--- src/rtl/hazard_ctrl_mc_if.sv ---
// Signal bundle between the five-stage datapath and the hazard controller.
// Valid/ready: none; every field is a level signal sampled each cycle, no handshake is implied.
interface hazard_ctrl_mc_if #(
    parameter int AW = 5,
    parameter int CW = 16
);
    logic [AW-1:0] Rs1_D;
    logic [AW-1:0] Rs2_D;
    logic [AW-1:0] Rs1_E;
    logic [AW-1:0] Rs2_E;
    logic [AW-1:0] RD_E;
    logic          RegWriteE;
    logic          ResultSrcE;
    logic          MulDivE;
    logic          PCSrcE;
    logic [AW-1:0] RD_M;
    logic          RegWriteM;
    logic [AW-1:0] RD_W;
    logic          RegWriteW;

    logic [1:0]    ForwardAE;
    logic [1:0]    ForwardBE;
    logic          StallF;
    logic          StallD;
    logic          StallE;
    logic          FlushD;
    logic          FlushE;
    logic          FlushM;
    logic          MulDivDone;
    logic [CW-1:0] StallCnt;
    logic          dbg_busy;
    logic [7:0]    dbg_cnt;

    modport slave (
        input  Rs1_D, Rs2_D, Rs1_E, Rs2_E, RD_E, RegWriteE, ResultSrcE, MulDivE,
               PCSrcE, RD_M, RegWriteM, RD_W, RegWriteW,
        output ForwardAE, ForwardBE, StallF, StallD, StallE, FlushD, FlushE,
               FlushM, MulDivDone, StallCnt, dbg_busy, dbg_cnt
    );

    modport master (
        output Rs1_D, Rs2_D, Rs1_E, Rs2_E, RD_E, RegWriteE, ResultSrcE, MulDivE,
               PCSrcE, RD_M, RegWriteM, RD_W, RegWriteW,
        input  ForwardAE, ForwardBE, StallF, StallD, StallE, FlushD, FlushE,
               FlushM, MulDivDone, StallCnt, dbg_busy, dbg_cnt
    );
endinterface

--- src/rtl/hazard_ctrl_mc.sv ---
// Pipeline hazard controller: forwarding, load-use stall, branch flush,
// multi-cycle mul/div sequencing and a saturating stall counter.
module hazard_ctrl_mc #(
    parameter int AW     = 5,
    parameter int MD_LAT = 4,
    parameter int CW     = 16
) (
    input  logic             clk,
    input  logic             rst,
    hazard_ctrl_mc_if.slave  bus
);
    typedef enum logic {IDLE = 1'b0, BUSY = 1'b1} md_state_t;

    localparam logic [7:0] MD_LOAD = 8'(MD_LAT - 2);

    md_state_t     r_state;
    logic [7:0]    r_cnt;
    logic          r_md_hold;
    logic          r_md_done;
    logic [CW-1:0] r_stall_cnt;

    logic          w_md_stall;
    logic          w_lu;
    logic          w_br;
    logic          w_stall_f;

    function automatic logic [1:0] fwd_sel(
        input logic [AW-1:0] rs,
        input logic          wm,
        input logic [AW-1:0] rdm,
        input logic          ww,
        input logic [AW-1:0] rdw
    );
        if (wm && (rdm != '0) && (rdm == rs)) return 2'b10;
        if (ww && (rdw != '0) && (rdw == rs)) return 2'b01;
        return 2'b00;
    endfunction

    // Hold/done are registered one cycle ahead so only the IDLE entry is combinational on MulDivE.
    always_ff @(posedge clk or negedge rst) begin
        if (!rst) begin
            r_state   <= IDLE;
            r_cnt     <= 8'd0;
            r_md_hold <= 1'b0;
            r_md_done <= 1'b0;
        end else begin
            case (r_state)
                IDLE: begin
                    if (bus.MulDivE) begin
                        r_state   <= BUSY;
                        r_cnt     <= MD_LOAD;
                        r_md_hold <= (MD_LOAD != 8'd0);
                        r_md_done <= (MD_LOAD == 8'd0);
                    end
                end
                BUSY: begin
                    if (r_cnt != 8'd0) begin
                        r_cnt     <= r_cnt - 8'd1;
                        r_md_hold <= (r_cnt != 8'd1);
                        r_md_done <= (r_cnt == 8'd1);
                    end else begin
                        r_state   <= IDLE;
                        r_md_hold <= 1'b0;
                        r_md_done <= 1'b0;
                    end
                end
                default: r_state <= IDLE;
            endcase
        end
    end

    always_comb begin
        w_md_stall = rst & (((r_state == IDLE) & bus.MulDivE) | r_md_hold);
        w_br       = rst & bus.PCSrcE;
        w_lu       = rst & bus.ResultSrcE & bus.RegWriteE & (bus.RD_E != '0)
                   & ((bus.RD_E == bus.Rs1_D) | (bus.RD_E == bus.Rs2_D));
        // Execute is frozen during mul/div, so the load-use bubble has nowhere to go.
        w_stall_f  = w_md_stall | (w_lu & ~w_br);
    end

    always_ff @(posedge clk or negedge rst) begin
        if (!rst) begin
            r_stall_cnt <= '0;
        end else if (w_stall_f && (r_stall_cnt != '1)) begin
            r_stall_cnt <= r_stall_cnt + 1'b1;
        end
    end

    assign bus.ForwardAE  = rst ? fwd_sel(bus.Rs1_E, bus.RegWriteM, bus.RD_M,
                                          bus.RegWriteW, bus.RD_W) : 2'b00;
    assign bus.ForwardBE  = rst ? fwd_sel(bus.Rs2_E, bus.RegWriteM, bus.RD_M,
                                          bus.RegWriteW, bus.RD_W) : 2'b00;
    assign bus.StallF     = w_stall_f;
    assign bus.StallD     = w_stall_f;
    assign bus.StallE     = w_md_stall;
    assign bus.FlushD     = w_br;
    assign bus.FlushE     = ~w_md_stall & (w_br | w_lu);
    assign bus.FlushM     = w_md_stall;
    assign bus.MulDivDone = rst & r_md_done;
    assign bus.StallCnt   = r_stall_cnt;
    assign bus.dbg_busy   = (r_state == BUSY);
    assign bus.dbg_cnt    = r_cnt;
endmodule

--- src/flat_wrapper.sv ---
// flat-port wrapper written by rule: the top's interface ports become plain ports
module hazard_ctrl_mc_flat 
#(
    parameter int AW     = 5,
    parameter int MD_LAT = 4,
    parameter int CW     = 16
)
  (clk, rst, bus_Rs1_D, bus_Rs2_D, bus_Rs1_E, bus_Rs2_E, bus_RD_E, bus_RegWriteE, bus_ResultSrcE, bus_MulDivE, bus_PCSrcE, bus_RD_M, bus_RegWriteM, bus_RD_W, bus_RegWriteW, bus_ForwardAE, bus_ForwardBE, bus_StallF, bus_StallD, bus_StallE, bus_FlushD, bus_FlushE, bus_FlushM, bus_MulDivDone, bus_StallCnt, bus_dbg_busy, bus_dbg_cnt);
  hazard_ctrl_mc_if #(.AW(AW), .CW(CW)) bus_i ();
  input  logic clk;
  input  logic rst;
  input wire logic [$bits(bus_i.Rs1_D)-1:0] bus_Rs1_D;
  input wire logic [$bits(bus_i.Rs2_D)-1:0] bus_Rs2_D;
  input wire logic [$bits(bus_i.Rs1_E)-1:0] bus_Rs1_E;
  input wire logic [$bits(bus_i.Rs2_E)-1:0] bus_Rs2_E;
  input wire logic [$bits(bus_i.RD_E)-1:0] bus_RD_E;
  input wire logic [$bits(bus_i.RegWriteE)-1:0] bus_RegWriteE;
  input wire logic [$bits(bus_i.ResultSrcE)-1:0] bus_ResultSrcE;
  input wire logic [$bits(bus_i.MulDivE)-1:0] bus_MulDivE;
  input wire logic [$bits(bus_i.PCSrcE)-1:0] bus_PCSrcE;
  input wire logic [$bits(bus_i.RD_M)-1:0] bus_RD_M;
  input wire logic [$bits(bus_i.RegWriteM)-1:0] bus_RegWriteM;
  input wire logic [$bits(bus_i.RD_W)-1:0] bus_RD_W;
  input wire logic [$bits(bus_i.RegWriteW)-1:0] bus_RegWriteW;
  output wire logic [$bits(bus_i.ForwardAE)-1:0] bus_ForwardAE;
  output wire logic [$bits(bus_i.ForwardBE)-1:0] bus_ForwardBE;
  output wire logic [$bits(bus_i.StallF)-1:0] bus_StallF;
  output wire logic [$bits(bus_i.StallD)-1:0] bus_StallD;
  output wire logic [$bits(bus_i.StallE)-1:0] bus_StallE;
  output wire logic [$bits(bus_i.FlushD)-1:0] bus_FlushD;
  output wire logic [$bits(bus_i.FlushE)-1:0] bus_FlushE;
  output wire logic [$bits(bus_i.FlushM)-1:0] bus_FlushM;
  output wire logic [$bits(bus_i.MulDivDone)-1:0] bus_MulDivDone;
  output wire logic [$bits(bus_i.StallCnt)-1:0] bus_StallCnt;
  output wire logic [$bits(bus_i.dbg_busy)-1:0] bus_dbg_busy;
  output wire logic [$bits(bus_i.dbg_cnt)-1:0] bus_dbg_cnt;
  assign bus_i.Rs1_D = bus_Rs1_D;
  assign bus_i.Rs2_D = bus_Rs2_D;
  assign bus_i.Rs1_E = bus_Rs1_E;
  assign bus_i.Rs2_E = bus_Rs2_E;
  assign bus_i.RD_E = bus_RD_E;
  assign bus_i.RegWriteE = bus_RegWriteE;
  assign bus_i.ResultSrcE = bus_ResultSrcE;
  assign bus_i.MulDivE = bus_MulDivE;
  assign bus_i.PCSrcE = bus_PCSrcE;
  assign bus_i.RD_M = bus_RD_M;
  assign bus_i.RegWriteM = bus_RegWriteM;
  assign bus_i.RD_W = bus_RD_W;
  assign bus_i.RegWriteW = bus_RegWriteW;
  assign bus_ForwardAE = bus_i.ForwardAE;
  assign bus_ForwardBE = bus_i.ForwardBE;
  assign bus_StallF = bus_i.StallF;
  assign bus_StallD = bus_i.StallD;
  assign bus_StallE = bus_i.StallE;
  assign bus_FlushD = bus_i.FlushD;
  assign bus_FlushE = bus_i.FlushE;
  assign bus_FlushM = bus_i.FlushM;
  assign bus_MulDivDone = bus_i.MulDivDone;
  assign bus_StallCnt = bus_i.StallCnt;
  assign bus_dbg_busy = bus_i.dbg_busy;
  assign bus_dbg_cnt = bus_i.dbg_cnt;
  hazard_ctrl_mc #(.AW(AW), .MD_LAT(MD_LAT), .CW(CW)) u_core (.clk(clk), .rst(rst), .bus(bus_i));
endmodule
--- config.mk ---
export PLATFORM = sky130hd
export DESIGN_NAME = hazard_ctrl_mc_flat
export DESIGN_NICKNAME = d
export VERILOG_FILES = /design/src/rtl/hazard_ctrl_mc_if.sv /design/src/rtl/hazard_ctrl_mc.sv /design/src/flat_wrapper.sv
export SDC_FILE = /design/constraint.sdc
export NUM_CORES = 1
export LEC_CHECK = 0
export CORE_ASPECT_RATIO = 0.75
export CORE_MARGIN = 5
export CORE_UTILIZATION = 46
export DETAILED_ROUTE_END_ITERATION = 10
export PLACE_DENSITY = 0.84
export SYNTH_ARGS = -nofsm -noshare
export SYNTH_HDL_FRONTEND = slang
export SYNTH_SLANG_ARGS = --single-unit
--- constraint.sdc ---
create_clock -name clk -period 5.4 [get_ports clk]
set_input_delay 0.54 -clock clk [delete_from_list [all_inputs] [get_ports clk]]
set_output_delay 0.54 -clock clk [all_outputs]
set_load 0.005 [all_outputs]
### After elaboration in Yosys (flattened, before gate mapping)

Cells that the tools add are included.

* $add $sub $neg: 2
* equality and inequality tests: 11
* multiplexer cells: 28
* bitwise operators: 17
* reduce and logical (&&, ||, !) cells: 12

Operators by type and width (count)
* $eq 5x5->1: 6
* $mux 2: 10
* $add 16x1->16 const B: 1
* $mux 8: 2
* $ne 16x16->1 const B: 1
* $pmux 8 s2: 1
* $reduce_bool 5->1: 3
* $mux 1: 12
* $and 1x1->1: 10
* $eq 8x1->1 const B: 1
* $ne 8x1->1 const B: 1
* $reduce_bool 8->1: 1
* $sub 8x1->8 const B: 1
* $logic_and 1x1->1: 7
* $pmux 1 s2: 3
* $ne 2x2->1 const B: 2
* $or 1x1->1: 4
* $not 1->1: 3
* $reduce_and 2->1: 1

* bits in registers: 27
* input bits: 43
* output and inout port bits: 36
* logic and storage cells: 75

### Depth between registers and ports, before layout

Gate-level depths: netlist (run 1).

* word-level depth: 8
* gate-level depth with buffers: 9
* mapped depth without buffers: 8

### Worst setup path after synthesis (run 1)

OpenSTA, ideal clock, no wires.

* path type: input to output
* start point: in bus_RD_M[0]
* end point: out bus_ForwardBE[0]
* data arrival time: 1.644 ns
* data required time: 4.860 ns
* slack: 3.216 ns
* stages: 4
* path buffers: 0
* cell sequence: or4_1 > o21ai_0 > nor4_1 > nor4_1

* word-level cells in the longest chain between the ends: 6
* elaborated cells on any way between the ends: 7
* classes of those cells: eq/ne: 1; mux: 3; reduce/logical: 3

RTL lines
* start, declared: line flat_wrapper.sv:21 `input wire logic [$bits(bus_i.RD_M)-1:0] bus_RD_M;`
* $reduce_bool 5->1: line hazard_ctrl_mc.sv:34 `if (wm && (rdm != '0) && (rdm == rs)) return 2'b10;`
* $logic_and 1x1->1: line hazard_ctrl_mc.sv:34
* $logic_and 1x1->1 *: line hazard_ctrl_mc.sv:34
* $mux 1 *: line hazard_ctrl_mc.sv:34
* $mux 2 *: line hazard_ctrl_mc.sv:35 `if (ww && (rdw != '0) && (rdw == rs)) return 2'b01;`
* $mux 2 *: line hazard_ctrl_mc.sv:91 `assign bus.ForwardBE = rst ? fwd_sel(bus.Rs2_E, bus.RegWriteM, bus.RD_M,`
* end, declared: line flat_wrapper.sv:26 `output wire logic [$bits(bus_i.ForwardBE)-1:0] bus_ForwardBE;`

Mark *: on every way between the ends. The rest lies on a longest branch, timed or not.

### Final worst setup path (run 1)

* start point: in rst
* end point: out bus_ForwardAE[0]

* word-level cells in the longest chain between the ends: 1

RTL lines
* start, declared: line flat_wrapper.sv:11 `input logic rst;`
* $mux 2: line hazard_ctrl_mc.sv:89 `assign bus.ForwardAE = rst ? fwd_sel(bus.Rs1_E, bus.RegWriteM, bus.RD_M,`
* end, declared: line flat_wrapper.sv:25 `output wire logic [$bits(bus_i.ForwardAE)-1:0] bus_ForwardAE;`

No other way between the ends.

==> flow_summary.ini, run 1 <==
[clock_network]
clock_latency_ns = 0.27
cts_max_level = 1
clkSinkCount = 27
ctsResizeCount = 0
cts-hold-fix-buffers = 0
post-cts-setup-buffers = 0
tritoncts = yes
clock_path_buffers = 2
cts_made_buffers = 3
clk_transition_reported_paths_ns = 0.09
cts-root-buf = sky130_fd_sc_hd__clkbuf_8

[sta]
final.setup_skew_ns = 0.00415
max_slew.worst_pin.slew_ns = 0.545
timing.max_slew.rel_slack_pct = 63.6
worst_setup_slack_final_ns = 1.98
timing_hold_violations_final = 0
final.period_utilization_pct = 63.3
final.hold.worst_slack_ns = 0.500
final-setup-viol-count = 0
achievable_frequency_mhz = 292
timing.final.max_slew_violations = 0
finalCriticalPeriod_ns = 3.42
finalSetupTns_ns = 0
rsz0062_at_grt = false

[grt]
grt_pass1_wl_um = 8600
antenna_found_initial = 0
grt_pass1_vias = 1733
grt_usage_pct = 19.3
grt_overflow_total = 0
grt_max_degree = 36

[logic_synthesis]
yosysTopAreaCellShare_pct = 36.9
synth.ff_latch_count = 27
share_of_the_yosys_chip_area_belonging_to_registers_pct = 36.9
post_synth_inst_count = 190
ys_dominant_reg_cell = sky130_fd_sc_hd__dfrtp_1
synth_top_area_cell = sky130_fd_sc_hd__dfrtp_1
ys_warn_count = 0
syn_area_per_cell_um2 = 9.63
syn-cell-area_mm2 = 0.00183
synth_commonest_cells = sky130_fd_sc_hd__xor2_1 (31), sky130_fd_sc_hd__dfrtp_1 (27), sky130_fd_sc_hd__nor2_1 (21), sky130_fd_sc_hd__xnor2_1 (18), sky130_fd_sc_hd__nand3_1 (8)
ys_types = 44
synthesis.nets = 237
synth-async-reset-ratio_pct = 100
number_of_synthesized_flops_with_an_enable_pin = 0
synth_area_leaders = sky130_fd_sc_hd__dfrtp_1 (37%), sky130_fd_sc_hd__xor2_1 (15%), sky130_fd_sc_hd__xnor2_1 (8.6%)
yosys.cell_count.top_type = sky130_fd_sc_hd__xor2_1

[power]
power.ir.vdd_worst_mv = 0.314
share_clk_of_total_power_pct = 12.9
power.density_mw_per_mm2 = 332
comb_power_share_pct = 47.9
net-switching-power_mw = 0.323
p_leak_nw = 1.12
swShare_pct = 36.3
sequential_group_share_of_total_power_pct = 39.3
p_int_mw = 0.568

[place]
io_buffer_count = 78
placement.setup.worst_slack_ns = 1.99
placedCellCount = 315
gpl.final_weighted_congestion = 0.872
hpwlAfterDp_um = 4080

[setup_path]
reg2reg_setup_slack_ns = 3.19
cpPeakStageDelay_ns = 0.55
cp_data_arrival_time_ns = 2.88
cp_slowest_cell = sky130_fd_sc_hd__clkdlybuf4s50_1
required_ns = 4.86
critPathLaunchType = input pin
critical-path-top-cell-by-count = sky130_fd_sc_hd__clkdlybuf4s50_1
critical_path.endpoint_type = output port
path_class = in -> out
crit_chain = clkdlybuf4s50_1 > buf_4 > o211ai_1 > or4_1 > nor4_1 > clkdlybuf4s50_1
critical_path.max_fanout = 35

[die]
start_util_pct = 48.7
dieArea_mm2 = 0.00535
horizontal_extent_of_the_die_um = 82.8
floorplan.core_area_mm2 = 0.00376
io_pins = 79
y_dimension_of_the_die_um = 64.6
fp-row-count = 19

[detailed_routing]
routedWlPerCell_um = 15.9
drc = 0
postRouteWirelength_um = 5080
viasPerCell = 5.20
drt-initial-drc-count = 68
antenna_left = 0
dr_total_vias = 1658
detail_route.first_pass.iterations = 4

[cells_and_area]
diodes = 0
numnets_final = 315
area_growth_syn_to_layout_pct = 46.7
layout_cells_sized_above_1_pct = 3.75
utilization_pct = 71.5
finalNonFillerCells = 319

[job]
cap_viol_max_count = 0

[worst_hold_path]
min-delay-path-class = reg -> reg

[status]
outcome = finished clean
## final timing paths
check                                                    startpoint                                   to  cells past startpoint
worst min-delay path            u_core.bus.StallCnt[13]$_DFFE_PN0P_  u_core.bus.StallCnt[13]$_DFFE_PN0P_                      1
worst max register to register        u_core.bus.dbg_busy$_DFF_PN0_   u_core.bus.StallCnt[1]$_DFFE_PN0P_                      5
min in group asynchronous                                       rst    u_core.bus.dbg_cnt[0]$_DFFE_PN0P_                      2
worst min register to register  u_core.bus.StallCnt[13]$_DFFE_PN0P_  u_core.bus.StallCnt[13]$_DFFE_PN0P_                      1
worst max-delay path                                            rst                     bus_ForwardAE[0]                      6
max in group asynchronous                                       rst  u_core.bus.StallCnt[14]$_DFFE_PN0P_                      2
## placed cells by master, fill, tap and decap left out, types with 2 or more instances in the layout
cell	instances
sky130_fd_sc_hd__clkdlybuf4s50_1	78
sky130_fd_sc_hd__xor2_1	31
sky130_fd_sc_hd__dfrtp_1	27
sky130_fd_sc_hd__nor2_1	21
sky130_fd_sc_hd__xnor2_1	18
sky130_fd_sc_hd__nand3_1	8
sky130_fd_sc_hd__inv_1	7
sky130_fd_sc_hd__nor4_1	6
sky130_fd_sc_hd__nand2_1	6
sky130_fd_sc_hd__or4_1	5
sky130_fd_sc_hd__nor3_1	5
sky130_fd_sc_hd__o21ai_0	4
sky130_fd_sc_hd__and2_1	4
sky130_fd_sc_hd__and3_1	4
sky130_fd_sc_hd__nand4_1	4
sky130_fd_sc_hd__ha_1	4
sky130_fd_sc_hd__o211ai_1	3
sky130_fd_sc_hd__clkbuf_8	3
sky130_fd_sc_hd__and4_1	2
sky130_fd_sc_hd__a31oi_1	2
sky130_fd_sc_hd__a21oi_1	2
## logic make-up after synthesis
| kind of cell | Yosys count | share of synthesized area [%] |
|---|---|---|
| and+or+nand+nor | 72 | 21.5 |
| xor gates and xnor gates | 49 | 23.5 |
| DFF | 27 | 36.9 |
| AOI/OAI and AO/OA | 23 | 10.1 |
| buffers and inverters | 13 | 3.83 |
| adders and majority gates | 4 | 2.74 |
| muxes | 2 | 1.44 |
## layer usage
layer	GRT usage [%]	wire (um)	vias up
met3	4.43	235	4
li1	-	-	824
met1	26.7	2480	783
met5	0	0	-
met2	32.2	2330	47
met4	1.84	33	0
## state kept, by name, summed over array words and instances (netlist names)
signal	flops
u_core.r_md_done	1
u_core.bus.dbg_busy	1
u_core.r_md_hold	1
u_core.bus.dbg_cnt	8
u_core.bus.StallCnt	16
## power groups by stage
stage | clock network [mW] | registers (mW) | logic, mW
final | 0.115 | 0.350 | 0.427
after global routing | 0.126 | 0.365 | 0.473
after CTS | 0.119 | 0.350 | 0.432
after detailed placement | 0 | 0.351 | 0.429
after global placement | 0 | 0.350 | 0.415
after floorplan | 0 | 0.337 | 0.224
## final cells by class
class	count	area, um2
clock buffer	4	45.0
sequential	27	676
fill	310	1070
inverter	7	26.3
multi-input combinational	150	1080
timing repair buffer	79	788
tap	52	65.1
## worst max-delay path, delay by kind of cell
| kind | cells | cell delay [ns] |
|---|---|---|
| AND/OR/NAND/NOR | 2 | 0.78 |
| buffers and inverters | 3 | 1.37 |
| AO/OA/AOI/OAI | 1 | 0.17 |
## stage by stage
stage | power, mW | instance area [um2]
2_1_floorplan | 0.562 | 1830
3_3_place_gp | 0.765 | 2640
3_5_place_dp | 0.780 | 2640
4_1_cts | 0.901 | 2680
5_1_grt | 0.964 | 2680
6_report | 0.891 | 2680
No activity file was read; power rests on OpenSTA's default activity.
==> run 2: changes to the inputs <==
CORE_UTILIZATION = 42   (was 46)
PLACE_DENSITY = 0.78   (was 0.84)
clock period = 3.5 ns   (was 5.4 ns; I/O delays follow)
==> flow_summary.ini, run 2 (synthesis results as in run 1) <==
[clock_network]
cts-root-buf = sky130_fd_sc_hd__clkbuf_8
cts_max_level = 1
tritoncts = yes
ctsResizeCount = 0
post-cts-setup-buffers = 0
clock_path_buffers = 2
clkSinkCount = 27
cts-hold-fix-buffers = 0
cts_made_buffers = 3
clk_transition_reported_paths_ns = 0.09
clock_latency_ns = 0.28

[detailed_routing]
dr_total_vias = 1628
drt-initial-drc-count = 62
met3WireLength_um = 244
routedWlPerCell_um = 14.2
wl_met1_um = 2170
drc = 0
topRoutingLayerUsed = met4
postRouteWirelength_um = 4600
antenna_left = 0
viasPerCell = 5.02
wl_met2_um = 2160
detail_route.first_pass.iterations = 4

[worst_hold_path]
min-delay-path-class = reg -> reg

[sta]
finalSetupTns_ns = 0
timing.max_slew.rel_slack_pct = 65.1
timing.final.max_slew_violations = 0
rsz0062_at_grt = false
final-setup-viol-count = 0
timing_hold_violations_final = 0
final.setup_skew_ns = 0.00798
achievable_frequency_mhz = 351
finalCriticalPeriod_ns = 2.85
max_slew.worst_pin.slew_ns = 0.518
final.period_utilization_pct = 81.3
worst_setup_slack_final_ns = 0.654

[setup_path]
path_class = in -> out
cp_data_arrival_time_ns = 2.50
crit_chain = clkdlybuf4s50_1 > or4_1 > o21ai_0 > nor4_1 > nor4_1 > clkdlybuf4s50_1
critPathLaunchType = input pin
critical_path.endpoint_type = output port
critical_path.max_fanout = 3
cp_slowest_cell = sky130_fd_sc_hd__clkdlybuf4s50_1
cpPeakStageDelay_ns = 0.55
required_ns = 3.15

[cells_and_area]
layout.cells.most_common = sky130_fd_sc_hd__clkdlybuf4s50_1
area_growth_syn_to_layout_pct = 47.9
diodes = 0
layout_cells_sized_above_1_pct = 4.83
fillerInstances = 344
numnets_final = 317
largest_reg_flops = 16
finalInstanceArea_mm2 = 0.00271
layout_common_cells = sky130_fd_sc_hd__clkdlybuf4s50_1 (78), sky130_fd_sc_hd__xor2_1 (31), sky130_fd_sc_hd__dfrtp_1 (27)

[die]
fp-row-count = 20
floorplan.core_area_mm2 = 0.00413
dieArea_mm2 = 0.00579
y_dimension_of_the_die_um = 67.2
io_pins = 79
horizontal_extent_of_the_die_um = 86.2
start_util_pct = 44.3

[power]
swShare_pct = 35.6
p_leak_nw = 1.13
share_clk_of_total_power_pct = 13.4
net-switching-power_mw = 0.486
post-layout-total-power_mw = 1.36
sequential_group_share_of_total_power_pct = 39.2
power.density_mw_per_mm2 = 504
p_int_mw = 0.878
comb_power_share_pct = 47.4
power.ir.vdd_worst_mv = 0.370

[grt]
grt_pass1_wl_um = 7610
grt_pass1_vias = 1576
antenna_found_initial = 0
grt_max_degree = 22
grt_overflow_total = 0
grt_usage_pct = 16.3

[place]
io_buffer_count = 78
gpl.final_weighted_congestion = 0.867
detailed_place.area_mm2 = 0.00266
hpwlAfterDp_um = 3820
placement.setup.worst_slack_ns = 0.675

[job]
cap_viol_max_count = 0

[status]
outcome = finished clean
[run 2: worst max-delay path, delay by kind of cell]
family                 cells  cell delay [ns]
AO/OA/AOI/OAI              1             0.22
buffers and inverters      2             1.01
AND/OR/NAND/NOR            3             0.91
[run 2: final cells by class]
cell class / count / area (um2) / share of cell area (%)
clock inverters: 1 / 7.51 / 0.277
repair buffers: 81 / 803 / 29.7
well taps: 55 / 68.8 / 2.54
multi-input cells: 150 / 1080 / 40.0
inverters: 7 / 26.3 / 0.971
clock buffers: 3 / 41.3 / 1.53
flip-flops and latches: 27 / 676 / 25.0
[run 2: metal layers]
| metal | up-vias | global-route usage [%] |
|---|---|---|
| met2 | 40 | 26.8 |
| met3 | 4 | 4.27 |
| li1 | 825 | - |
| met5 | - | 0 |
| met1 | 759 | 22.3 |
| met4 | 0 | 2.33 |
[run 2: final timing paths]
| check | startpoint | slack [ns] | endpoint | cells past startpoint |
|---|---|---|---|---|
| worst min register to register | u_core.bus.StallCnt[7]$_DFFE_PN0P_ | 0.49 | u_core.bus.StallCnt[7]$_DFFE_PN0P_ | 1 |
| worst max register to register | u_core.bus.StallCnt[0]$_DFFE_PN0P_ | 1.35 | u_core.bus.StallCnt[1]$_DFFE_PN0P_ | 6 |
| worst min-delay path | u_core.bus.StallCnt[7]$_DFFE_PN0P_ | 0.49 | u_core.bus.StallCnt[7]$_DFFE_PN0P_ | 1 |
| max in group asynchronous | rst | 2.65 | u_core.bus.StallCnt[7]$_DFFE_PN0P_ | 2 |
| worst max-delay path | bus_RD_M[0] | 0.65 | bus_ForwardBE[0] | 6 |
| min in group asynchronous | rst | 0.59 | u_core.bus.dbg_cnt[0]$_DFFE_PN0P_ | 2 |
[run 2: through the flow]
stage,std cells,utilization [%],hold slack (ns)
final,324,65.5,0.489
after CTS,324,65.5,0.496
after global placement,320,64.4,0.484
after detailed placement,320,64.4,0.478
after global routing,324,65.5,0.508
after floorplan,190,-,0.0544
[run 2: power by group through the flow]
stage                     clock [mW]  combinational (mW)  sequential [mW]
final                          0.182               0.646            0.535
after global routing           0.205               0.716            0.560
after CTS                      0.190               0.658            0.535
after detailed placement           0               0.654            0.540
after global placement             0               0.644            0.539
after floorplan                    0               0.346            0.520
==> run 3: changes to the inputs <==
clock period = 2.9 ns   (was 3.5 ns; I/O delays follow)
==> flow_summary.ini, run 3 (synthesis results as in run 1) <==
[status]
outcome = finished clean

[power]
sequential_group_share_of_total_power_pct = 39.2
power.ir.vdd_worst_mv = 0.550
comb_power_share_pct = 48.0
share_clk_of_total_power_pct = 12.8
p_int_mw = 1.06
swShare_pct = 35.4
net-switching-power_mw = 0.582
power.density_mw_per_mm2 = 605
p_leak_nw = 1.14

[clock_network]
tritoncts = yes
cts_max_level = 1
cts_made_buffers = 3
clock_latency_ns = 0.27
cts-hold-fix-buffers = 0
ctsResizeCount = 0
clk_transition_reported_paths_ns = 0.09
post-cts-setup-buffers = 0
clock_path_buffers = 2
clkSinkCount = 27
cts-root-buf = sky130_fd_sc_hd__clkbuf_8

[cells_and_area]
layout.cells.most_common = sky130_fd_sc_hd__clkdlybuf4s50_1
largest_reg_flops = 16
layout_common_cells = sky130_fd_sc_hd__clkdlybuf4s50_1 (78), sky130_fd_sc_hd__xor2_1 (31), sky130_fd_sc_hd__dfrtp_1 (27)
numnets_final = 319
diodes = 0
layout_cells_sized_above_1_pct = 5.54
area_growth_syn_to_layout_pct = 48.6
finalNonFillerCells = 326
fillerInstances = 353

[sta]
timing.final.max_slew_violations = 0
timing_hold_violations_final = 0
final.setup_skew_ns = 0.00355
finalCriticalPeriod_ns = 2.75
final.hold.worst_slack_ns = 0.477
achievable_frequency_mhz = 364
finalSetupTns_ns = 0
final-setup-viol-count = 0
max_slew.worst_pin.slew_ns = 0.423
final.period_utilization_pct = 94.9
rsz0062_at_grt = false
timing.max_slew.rel_slack_pct = 71.8

[job]
cap_viol_max_count = 0

[grt]
grt_pass1_vias = 1624
antenna_found_initial = 0
grt_usage_pct = 16.8
grt_max_degree = 22
grt_overflow_total = 0
grt_pass1_wl_um = 7820

[place]
placedCellCount = 322
gpl.final_weighted_congestion = 0.867
hpwlAfterDp_um = 3830
io_buffer_count = 78

[die]
start_util_pct = 44.3
dieArea_mm2 = 0.00579
fp-row-count = 20
y_dimension_of_the_die_um = 67.2
floorplan.core_area_mm2 = 0.00413
io_pins = 79
horizontal_extent_of_the_die_um = 86.2

[detailed_routing]
routedWlPerCell_um = 14.3
drt-initial-drc-count = 60
postRouteWirelength_um = 4660
viasPerCell = 4.99
detail_route.first_pass.iterations = 4
drc = 0
antenna_left = 0
dr_total_vias = 1627

[setup_path]
required_ns = 2.61
cp_data_arrival_time_ns = 2.46
critical_path.max_fanout = 3
path_class = in -> out
critical_path.endpoint_type = output port
critPathLaunchType = input pin

[worst_hold_path]
min-delay-path-class = in -> async
[run 3: cell types whose count changed in the layout (fill, tap and decap cells not counted), sizes merged]
cell      previous run  this run
buf                  3         5
clkinv               0         1
clkinvlp             1         0
[run 3: stage by stage]
stage	cell area [um2]	worst slack (ns)	utilization [%]	power, mW
6_report	2720	0.149	65.8	1.64
5_1_grt	2720	0.0623	65.8	1.79
4_1_cts	2720	0.166	65.8	1.66
3_5_place_dp	2670	0.166	64.7	1.45
3_3_place_gp	2670	0.188	64.7	1.43
2_1_floorplan	1830	0.936	-	1.05
[run 3: critical path, cell delays in order]
cell,delay (ns)
sky130_fd_sc_hd__clkdlybuf4s50_1,0.46
sky130_fd_sc_hd__or4_1,0.53
sky130_fd_sc_hd__o21ai_0,0.23
sky130_fd_sc_hd__nor4_1,0.11
sky130_fd_sc_hd__nor4_1,0.28
sky130_fd_sc_hd__clkdlybuf4s50_1,0.55
[run 3: cell type report]
cell class | instances | area, um2 | area share (%)
Sequential cell | 27 | 676 | 24.9
Multi-Input combinational cell | 150 | 1080 | 39.9
Inverter | 7 | 26.3 | 0.966
Timing Repair Buffer | 83 | 818 | 30.1
Clock buffer | 3 | 41.3 | 1.52
Clock inverter | 1 | 5.00 | 0.184
Tap cell | 55 | 68.8 | 2.53
[run 3: layer usage]
metal / up-vias / wire length, um / part of all wire, % / global-route usage (%)
met5: - / 0 / 0 / 0
met3: 0 / 266 / 5.7 / 4.15
li1: 833 / - / - / -
met1: 755 / 2200 / 47 / 23.6
met2: 39 / 2190 / 47 / 28.0
met4: 0 / 0 / 0 / 0.584
[run 3: power groups by stage]
| stage | Sequential, mW | Combinational, mW | Clock, mW |
|---|---|---|---|
| after floorplan | 0.628 | 0.418 | 0 |
| after global placement | 0.649 | 0.783 | 0 |
| after detailed placement | 0.652 | 0.796 | 0 |
| after CTS | 0.647 | 0.801 | 0.217 |
| after global routing | 0.673 | 0.873 | 0.240 |
| final | 0.645 | 0.789 | 0.210 |
[run 3: path summary, 6_finish.rpt]
| check | start | endpoint | slack (ns) | depth (start not counted) |
|---|---|---|---|---|
| worst max-delay path | bus_RD_M[0] | bus_ForwardBE[0] | 0.15 | 6 |
| max in group asynchronous | rst | u_core.bus.StallCnt[6]$_DFFE_PN0P_ | 2.16 | 3 |
| worst min register to register | u_core.bus.StallCnt[7]$_DFFE_PN0P_ | u_core.bus.StallCnt[7]$_DFFE_PN0P_ | 0.50 | 1 |
| worst min-delay path | rst | u_core.bus.StallCnt[12]$_DFFE_PN0P_ | 0.48 | 3 |
| worst max register to register | u_core.bus.StallCnt[0]$_DFFE_PN0P_ | u_core.bus.StallCnt[1]$_DFFE_PN0P_ | 0.77 | 6 |
| min in group clk | u_core.bus.StallCnt[7]$_DFFE_PN0P_ | u_core.bus.StallCnt[7]$_DFFE_PN0P_ | 0.50 | 1 |
